File: config.mk
export PLATFORM = sky130hd
export DESIGN_NAME = im_loader
export DESIGN_NICKNAME = d
export VERILOG_FILES = /design/src/rtl/im_loader_pkg.sv /design/src/rtl/im_loader_pack.sv /design/src/rtl/im_loader.sv
export SDC_FILE = /design/constraint.sdc
export NUM_CORES = 1
export LEC_CHECK = 0
export CORE_MARGIN = 3
export CORE_UTILIZATION = 30
export DETAILED_ROUTE_END_ITERATION = 16
export PLACE_DENSITY = 0.49
export SKIP_LAST_GASP = 1
export SLEW_MARGIN = 30
export SYNTH_ARGS = -nofsm -noshare
export SYNTH_HDL_FRONTEND = slang
export SYNTH_SLANG_ARGS = --single-unit
File: constraint.sdc
create_clock -name clk -period 2.85 [get_ports clk]
set_input_delay 0.4275 -clock clk [delete_from_list [all_inputs] [get_ports clk]]
set_output_delay 0.4275 -clock clk [all_outputs]
set_load 0.01 [all_outputs]
File: src/rtl/im_loader_pkg.sv
// ============================================================================
// Module      : im_loader_pkg
// Description : Shared state encodings and IM depth helper for im_loader.
// Revision    : 1.0 - initial release
// ============================================================================
`default_nettype none

package im_loader_pkg;

    typedef enum logic [2:0] {
        ST_IDLE  = 3'd0,
        ST_LEN0  = 3'd1,
        ST_LEN1  = 3'd2,
        ST_DATA  = 3'd3,
        ST_CKSUM = 3'd4,
        ST_DONE  = 3'd5,
        ST_ERR   = 3'd6
    } state_t;

    // IM depth in words for a given word-address width.
    function automatic logic [31:0] im_depth(input int unsigned addr_w);
        return 32'd1 << addr_w;
    endfunction

endpackage

`default_nettype wire

File: src/rtl/im_loader_pack.sv
// ============================================================================
// Module      : im_loader_pack
// Description : Little-endian byte-to-word assembler with a word_ready strobe.
// Revision    : 1.0 - initial release
// ============================================================================
`default_nettype none

module im_loader_pack (
    input  logic        clk,
    input  logic        rst,
    input  logic        clr,
    input  logic        byte_en,
    input  logic [7:0]  byte_in,
    output logic [31:0] word,
    output logic        word_ready
);

    logic [1:0]  r_idx;
    logic [23:0] r_sr;

    // Bytes enter at the top and shift down, so byte 0 lands in [7:0].
    assign word       = {byte_in, r_sr};
    assign word_ready = byte_en && (r_idx == 2'd3);

    always_ff @(posedge clk) begin
        if (!rst || clr) begin
            r_idx <= 2'd0;
            r_sr  <= 24'd0;
        end else if (byte_en) begin
            r_idx <= r_idx + 2'd1;
            r_sr  <= word[31:8];
        end
    end

endmodule

`default_nettype wire

File: src/rtl/im_loader.sv
// ============================================================================
// Module      : im_loader
// Description : Boot-time IM writer fed by a byte stream; holds the CPU in
//               reset until a clean load. Optional checksum: IM_LOADER_CKSUM_EN.
// Revision    : 1.0 - initial release
// ============================================================================
`default_nettype none

module im_loader
    import im_loader_pkg::*;
#(
    parameter int ADDR_W = 10,
    parameter int LEN_W  = 16
) (
    input  logic              clk,
    input  logic              rst,
    input  logic              start,
    input  logic [7:0]        in_data,
    input  logic              in_valid,
    output logic              in_ready,
    output logic              im_we,
    output logic [ADDR_W-1:0] im_waddr,
    output logic [31:0]       im_wdata,
    output logic              busy,
    output logic              done,
    output logic              err,
    output logic              cpu_hold
);

    localparam logic [31:0] C_IM_DEPTH = im_depth(ADDR_W);

    state_t           r_state;
    state_t           w_state_nxt;
    logic [LEN_W-1:0] r_len;
    logic [LEN_W-1:0] r_word_cnt;
    logic [LEN_W-1:0] w_cnt_next;
    logic [LEN_W-1:0] w_len_hdr;
    logic             w_accept;
    logic             w_start_ok;
    logic             w_data_byte;
    logic             w_last_word;
    logic [31:0]      w_word;
    logic             w_word_ready;
`ifdef IM_LOADER_CKSUM_EN
    logic [7:0]       r_xor;
`endif

    assign w_accept    = in_valid && in_ready;
    assign w_start_ok  = start && ((r_state == ST_IDLE) || (r_state == ST_DONE) ||
                                   (r_state == ST_ERR));
    assign w_data_byte = w_accept && (r_state == ST_DATA);
    assign w_len_hdr   = {in_data, r_len[7:0]};
    assign w_cnt_next  = r_word_cnt + LEN_W'(1);
    assign w_last_word = (w_cnt_next == r_len);

    im_loader_pack u_pack (
        .clk        (clk),
        .rst        (rst),
        .clr        (w_start_ok),
        .byte_en    (w_data_byte),
        .byte_in    (in_data),
        .word       (w_word),
        .word_ready (w_word_ready)
    );

    always_comb begin
        w_state_nxt = r_state;
        in_ready    = 1'b0;
        busy        = 1'b0;
        done        = 1'b0;
        err         = 1'b0;
        cpu_hold    = 1'b1;
        case (r_state)
            ST_IDLE: begin
                if (w_start_ok) w_state_nxt = ST_LEN0;
            end
            ST_LEN0: begin
                in_ready = 1'b1;
                busy     = 1'b1;
                if (w_accept) w_state_nxt = ST_LEN1;
            end
            ST_LEN1: begin
                in_ready = 1'b1;
                busy     = 1'b1;
                if (w_accept) begin
                    if (w_len_hdr == '0)
                        w_state_nxt = ST_DONE;
                    else if ({16'd0, w_len_hdr} > C_IM_DEPTH)
                        w_state_nxt = ST_ERR;
                    else
                        w_state_nxt = ST_DATA;
                end
            end
            ST_DATA: begin
                in_ready = 1'b1;
                busy     = 1'b1;
                if (w_word_ready && w_last_word) begin
`ifdef IM_LOADER_CKSUM_EN
                    w_state_nxt = ST_CKSUM;
`else
                    w_state_nxt = ST_DONE;
`endif
                end
            end
`ifdef IM_LOADER_CKSUM_EN
            ST_CKSUM: begin
                in_ready = 1'b1;
                busy     = 1'b1;
                if (w_accept) w_state_nxt = (in_data == r_xor) ? ST_DONE : ST_ERR;
            end
`endif
            ST_DONE: begin
                done     = 1'b1;
                cpu_hold = 1'b0;
                if (w_start_ok) w_state_nxt = ST_LEN0;
            end
            ST_ERR: begin
                err = 1'b1;
                if (w_start_ok) w_state_nxt = ST_LEN0;
            end
            default: w_state_nxt = ST_IDLE;
        endcase
    end

    always_ff @(posedge clk) begin
        if (!rst) begin
            r_state    <= ST_IDLE;
            r_len      <= '0;
            r_word_cnt <= '0;
            im_we      <= 1'b0;
            im_waddr   <= '0;
            im_wdata   <= 32'd0;
        end else begin
            r_state <= w_state_nxt;
            im_we   <= 1'b0;
            if (w_start_ok) r_word_cnt <= '0;
            if (w_accept && (r_state == ST_LEN0)) r_len[7:0] <= in_data;
            if (w_accept && (r_state == ST_LEN1)) r_len <= w_len_hdr;
            // Write strobe is registered: the IM sees the word one cycle after byte 3.
            if (w_word_ready) begin
                im_we      <= 1'b1;
                im_wdata   <= w_word;
                im_waddr   <= r_word_cnt[ADDR_W-1:0];
                r_word_cnt <= w_cnt_next;
            end
        end
    end

`ifdef IM_LOADER_CKSUM_EN
    always_ff @(posedge clk) begin
        if (!rst || w_start_ok)
            r_xor <= 8'd0;
        else if (w_data_byte)
            r_xor <= r_xor ^ in_data;
    end
`endif

endmodule

`default_nettype wire
# Word-level counts from Yosys, hierarchy flattened
# Index checks and enable logic that the tools add are counted.
dict set report word_totals {
  inputBits 12
  register_bits 104
  wordCells 56
}
dict set report op_classes {
  n_reduce_logical 18
  n_eq_ne 11
  bitwise 1
  addsub 2
  muxes 14
  magnitude_cmp 1
}
# op count
set ops {}
lappend ops {{16-bit 2-to-1 mux} 2}
lappend ops {{3-bit 2-to-1 mux} 6}
lappend ops {{16-bit by 1-bit adder with 16-bit output, second input constant} 1}
lappend ops {{16-bit equality test} 1}
lappend ops {{16-bit by 11-bit greater-than comparator with 1-bit output, second input constant} 1}
lappend ops {{16-bit logical NOT} 1}
lappend ops {{3-bit one-hot mux with 4 select lines} 1}
lappend ops {{1-bit logical AND} 7}
lappend ops {{3-bit by 2-bit equality test with 1-bit output, second input constant} 2}
lappend ops {{3-bit equality test, second input constant} 2}
lappend ops {{3-bit OR reduction} 2}
lappend ops {{1-bit 2-to-1 mux} 5}
lappend ops {{2-bit by 1-bit inequality test with 1-bit output, second input constant} 2}
lappend ops {{2-bit inequality test, second input constant} 2}
lappend ops {{4-bit AND reduction} 1}
lappend ops {{3-bit by 1-bit equality test with 1-bit output, second input constant} 1}
lappend ops {{3-bit logical NOT} 1}
lappend ops {{1-bit logical OR} 3}
lappend ops {{2-bit by 1-bit adder with 2-bit output, second input constant} 1}
lappend ops {{2-bit equality test, second input constant} 1}
lappend ops {{2-bit AND reduction} 1}
lappend ops {{2-bit nonzero test} 1}
lappend ops {{1-bit logical NOT} 1}
lappend ops {{1-bit inverter} 1}

# Depth between registers and ports, before layout
dict set report depth {
  depth_word 9
  mapped_depth 9
}

# Hierarchy
# From an unflattened synthesis, not the netlist that was laid out.
dict set report unflattened {
  cells_unflattened 527
  area_unflattened_um2 5038.6
}
# mod area_per_inst_um2 seq_area_each_um2 cells_per_inst instances
set by_module_without_submodules {}
lappend by_module_without_submodules {im_loader 3991.3 1561.5 432 1}
lappend by_module_without_submodules {im_loader_pack 1047.3 520.5 95 1}

# Worst setup path after synthesis
# OpenSTA, ideal clock, no wires.
dict set report synth_timing {
  kind {register -> register}
  startpoint {register, netlist name r_word_cnt[1]}
  endpoint {register r_len[0]}
  t_required_ns 2.733
  path_stages_with_launch 9
  n_path_buf 0
  setup_ns 0.117
  slack_ns 0.714
  arrival_time_ns 2.019
  path_cell_list {dfxtp_1 > ha_1 > nand3_4 > or3_1 > a21oi_1 > o311ai_1 > nor4_4 > nor3b_4 > a22o_1}
}
# element line
set synth_lines {}
lappend synth_lines {{end signal, assigned} im_loader.sv:137} ;# if (w_accept && (r_state == ST_LEN0)) r_len[7:0] <= in_data;
lappend synth_lines {{end signal, assigned} im_loader.sv:138} ;# if (w_accept && (r_state == ST_LEN1)) r_len <= w_len_hdr;
lappend synth_lines {{end, declared} im_loader.sv:34} ;# logic [LEN_W-1:0] r_len;

==> flow_summary.ini <==
[status]
status = finished clean

[timing]
setup_viol = 0
rsz0062_at_grt = no
hold_viol = 0
fin_hold_ws_ns = 0.4547
period_minus_slack_ns = 2.493
drv_slew = 0
skew_ns = 0.01042
fin_tns_setup_ns = 0
timing.slew.headroom_pct = 48.46
min_period_over_period_pct = 87.48
layout_setup_ws_ns = 0.3567
worst_pin_slew_ns = 0.7714
fmax_mhz = 401.1

[grt]
overflow = 0
antenna_found_initial = 0
top_usage_layer = met2
grtUsageTotal_pct = 14.64
grt_util_met2_pct = 22.04
grt.met3_usage_pct = 2.928
grt_pass1_wl_um = 21080
grt_pass1_vias = 4034
grt_max_degree = 34
met1_usage_pct = 21.08

[finish]
diodes = 0
nNetsFinal = 661
layout-drive-gt1-share_pct = 7.385
multi_input_area_um2 = 2544
fin_area_um2 = 5934
nFillCells = 1619
seqCellArea_um2 = 2082
area_growth_pct = 22.72
instances_no_fill = 861

[placement]
pre_cts_ws_ns = 0.2677
io_buffer_count = 59
place.gp.congestion = 0.8508
place_inst = 847
hpwlAfterDp_um = 8987
placed_cell_area_um2 = 5618

[flow_run]
maxCapViolations = 0

[worst_setup_path]
path_class = reg2reg
cpLargestDelayFamily = simple AND/OR/NAND/NOR gates
worstPathCellList = ha_1 -> and3_4 -> nand3_1 -> xnor2_1 -> o311ai_1 -> nor4_4 -> nor3b_4 -> a22o_1
crit_buf_inv = 0
critPathMaxStageDelay_ns = 0.47
start_kind = flop
critPathCaptureType = flop
critPathMaxFanout = 8
slowest_stage = dfxtp_1
crit_required_ns = 3.09
worstPathArrival_ns = 2.73

[clock_tree]
cts_buffer_depth = 2
clkLatencyLatePin_ns = 0.35
cts_buffers = 9
clk_pin_slew_ns = 0.07
ctsHoldBuffers = 0
post_cts.repair.setup_buffers = 0
cts.sinks = 104
htreeDepth = 3
cts_root_buf = clkbuf_16
ctsResizeCount = 0
cts_tree = built

[logic_synthesis]
synth_top_area_share_pct = 43.05
synthDistinctLibCells = 53
syn_area_per_cell_um2 = 7.980
synth_seq_cells = 104
yosysTopAreaCell = dfxtp_1
ys_warn_count = 0
yosysSeqAreaShare_pct = 43.05
yosys-top-cells-area = dfxtp_1, nand2_1, a21boi_0, a21oi_1, xnor2_1
synth_cells = 606
syn_nets = 620
synth_ff_type = dfxtp_1
synthArstFlopShare_pct = 0
synth_edf_count = 0
synthesis.area_um2 = 4836

[floorplan]
die_h_um = 133.0
start_util_pct = 31.23
row_count = 45
die_w_um = 133.0
io_pins = 60
die_area_um2 = 17680
core_area_um2 = 15480

[drt]
dr_total_vias = 4160
initialDrtViolationCount = 224
first_pass_iters = 4
drc = 0
ant_nets = 0
wl_um = 12610
viasPerCell = 4.832
wl_per_cell_um = 14.65

[power]
p_leak_nw = 2.043
power_density_nw_per_um2 = 626.4
irDropWorstVdd_mv = 0.4018

[hold_path]
min_path_type = reg2reg
-- power by group --
| group | internal [W] | total, W | switching (W) | leakage, nW |
|---|---|---|---|---|
| sequential | 0.00152 | 0.00161 | 0.0000937 | 0.839 |
| combinational | 0.000320 | 0.000762 | 0.000443 | 1.05 |
| clock | 0.000789 | 0.00134 | 0.000551 | 0.155 |
-- synth_stat cells, types with 9 or more instances --
| cell | instances |
|---|---|
| a21oi_1 | 36 |
| nand3_1 | 17 |
| o21ai_0 | 16 |
| a21boi_0 | 52 |
| nor2_1 | 19 |
| nor3_1 | 9 |
| nor2b_1 | 13 |
| buf_2 | 15 |
| xnor2_1 | 16 |
| clkbuf_1 | 27 |
| nand2_1 | 196 |
| dfxtp_1 | 104 |
-- cell usage in the layout, fill, tap and decap left out, types with 3 or more instances in the layout --
| master | count |
|---|---|
| and3_1 | 6 |
| nor3_1 | 9 |
| xor2_1 | 8 |
| clkbuf_16 | 9 |
| nand3_1 | 17 |
| o21ai_0 | 16 |
| dfxtp_1 | 104 |
| buf_4 | 17 |
| a22oi_1 | 3 |
| inv_1 | 4 |
| clkdlybuf4s50_1 | 58 |
| or3_1 | 3 |
| xnor2_1 | 16 |
| nand4_1 | 3 |
| a21boi_0 | 52 |
| nor2_1 | 19 |
| a31oi_1 | 6 |
| nor2b_1 | 13 |
| a22o_1 | 8 |
| nor4_4 | 3 |
| nand2_1 | 195 |
| a21oi_1 | 36 |
-- metrics by stage --
stage | util (%) | power, W
2_1_floorplan | - | 0.002193
3_3_place_gp | 36.28 | 0.002409
3_5_place_dp | 36.28 | 0.002413
4_1_cts | 38.33 | 0.003762
5_1_grt | 38.33 | 0.003916
6_report | 38.33 | 0.003718
-- cells by family after synthesis --
group,synth area share [%]
and+or+nand+nor,28.51
muxes,0.2070
buffers and inverters,4.424
xor gates and xnor gates,4.347
AOI/OAI and AO/OA,18.94
adders and majority gates,0.5174
DFF,43.05
-- metal layers --
| metal | share of wire [%] | vias up |
|---|---|---|
| met4 | 1.3 | 0 |
| met5 | 0 | - |
| met3 | 4.1 | 14 |
| li1 | - | 2126 |
| met2 | 44 | 82 |
| met1 | 51 | 1938 |
-- layout make-up --
cell class | count | area share [%]
clock buffer | 10 | 4.027
clock inverter | 4 | 1.307
inverter | 4 | 0.2530
multi-input combinational | 452 | 42.86
sequential | 104 | 35.08
tap | 211 | 4.449
timing repair buffer | 76 | 12.02
-- worst register-to-register path: cells and delay by family, from the launching register on --
family / cells / cell delay [ns]
flip-flops: 1 / 0.47
adder cells (fa/ha/maj): 1 / 0.35
AO/OA/AOI/OAI: 2 / 0.43
XOR/XNOR: 1 / 0.23
AND/OR/NAND/NOR: 4 / 0.90
-- sequential cells by signal (all words and copies together) (netlist names) --
signal and count:
im_wdata 32, u_pack.r_sr 24, r_len 16, r_word_cnt 16
im_waddr 10, r_state 3, u_pack.r_idx 2, im_we 1
-- final timing paths --
path | start | endpoint | slack, ns | cells after the start
worst min register to register | u_pack.r_sr[3]$_SDFFE_PP0P_ | u_pack.r_sr[3]$_SDFFE_PP0P_ | 0.45 | 2
worst min-delay path | u_pack.r_sr[3]$_SDFFE_PP0P_ | u_pack.r_sr[3]$_SDFFE_PP0P_ | 0.45 | 2
worst max-delay path | r_word_cnt[1]$_SDFFE_PN0P_ | r_len[5]$_SDFFE_PN0P_ | 0.36 | 8
worst max register to register | r_word_cnt[1]$_SDFFE_PN0P_ | r_len[5]$_SDFFE_PN0P_ | 0.36 | 8
No activity file was read; power rests on OpenSTA's default activity.
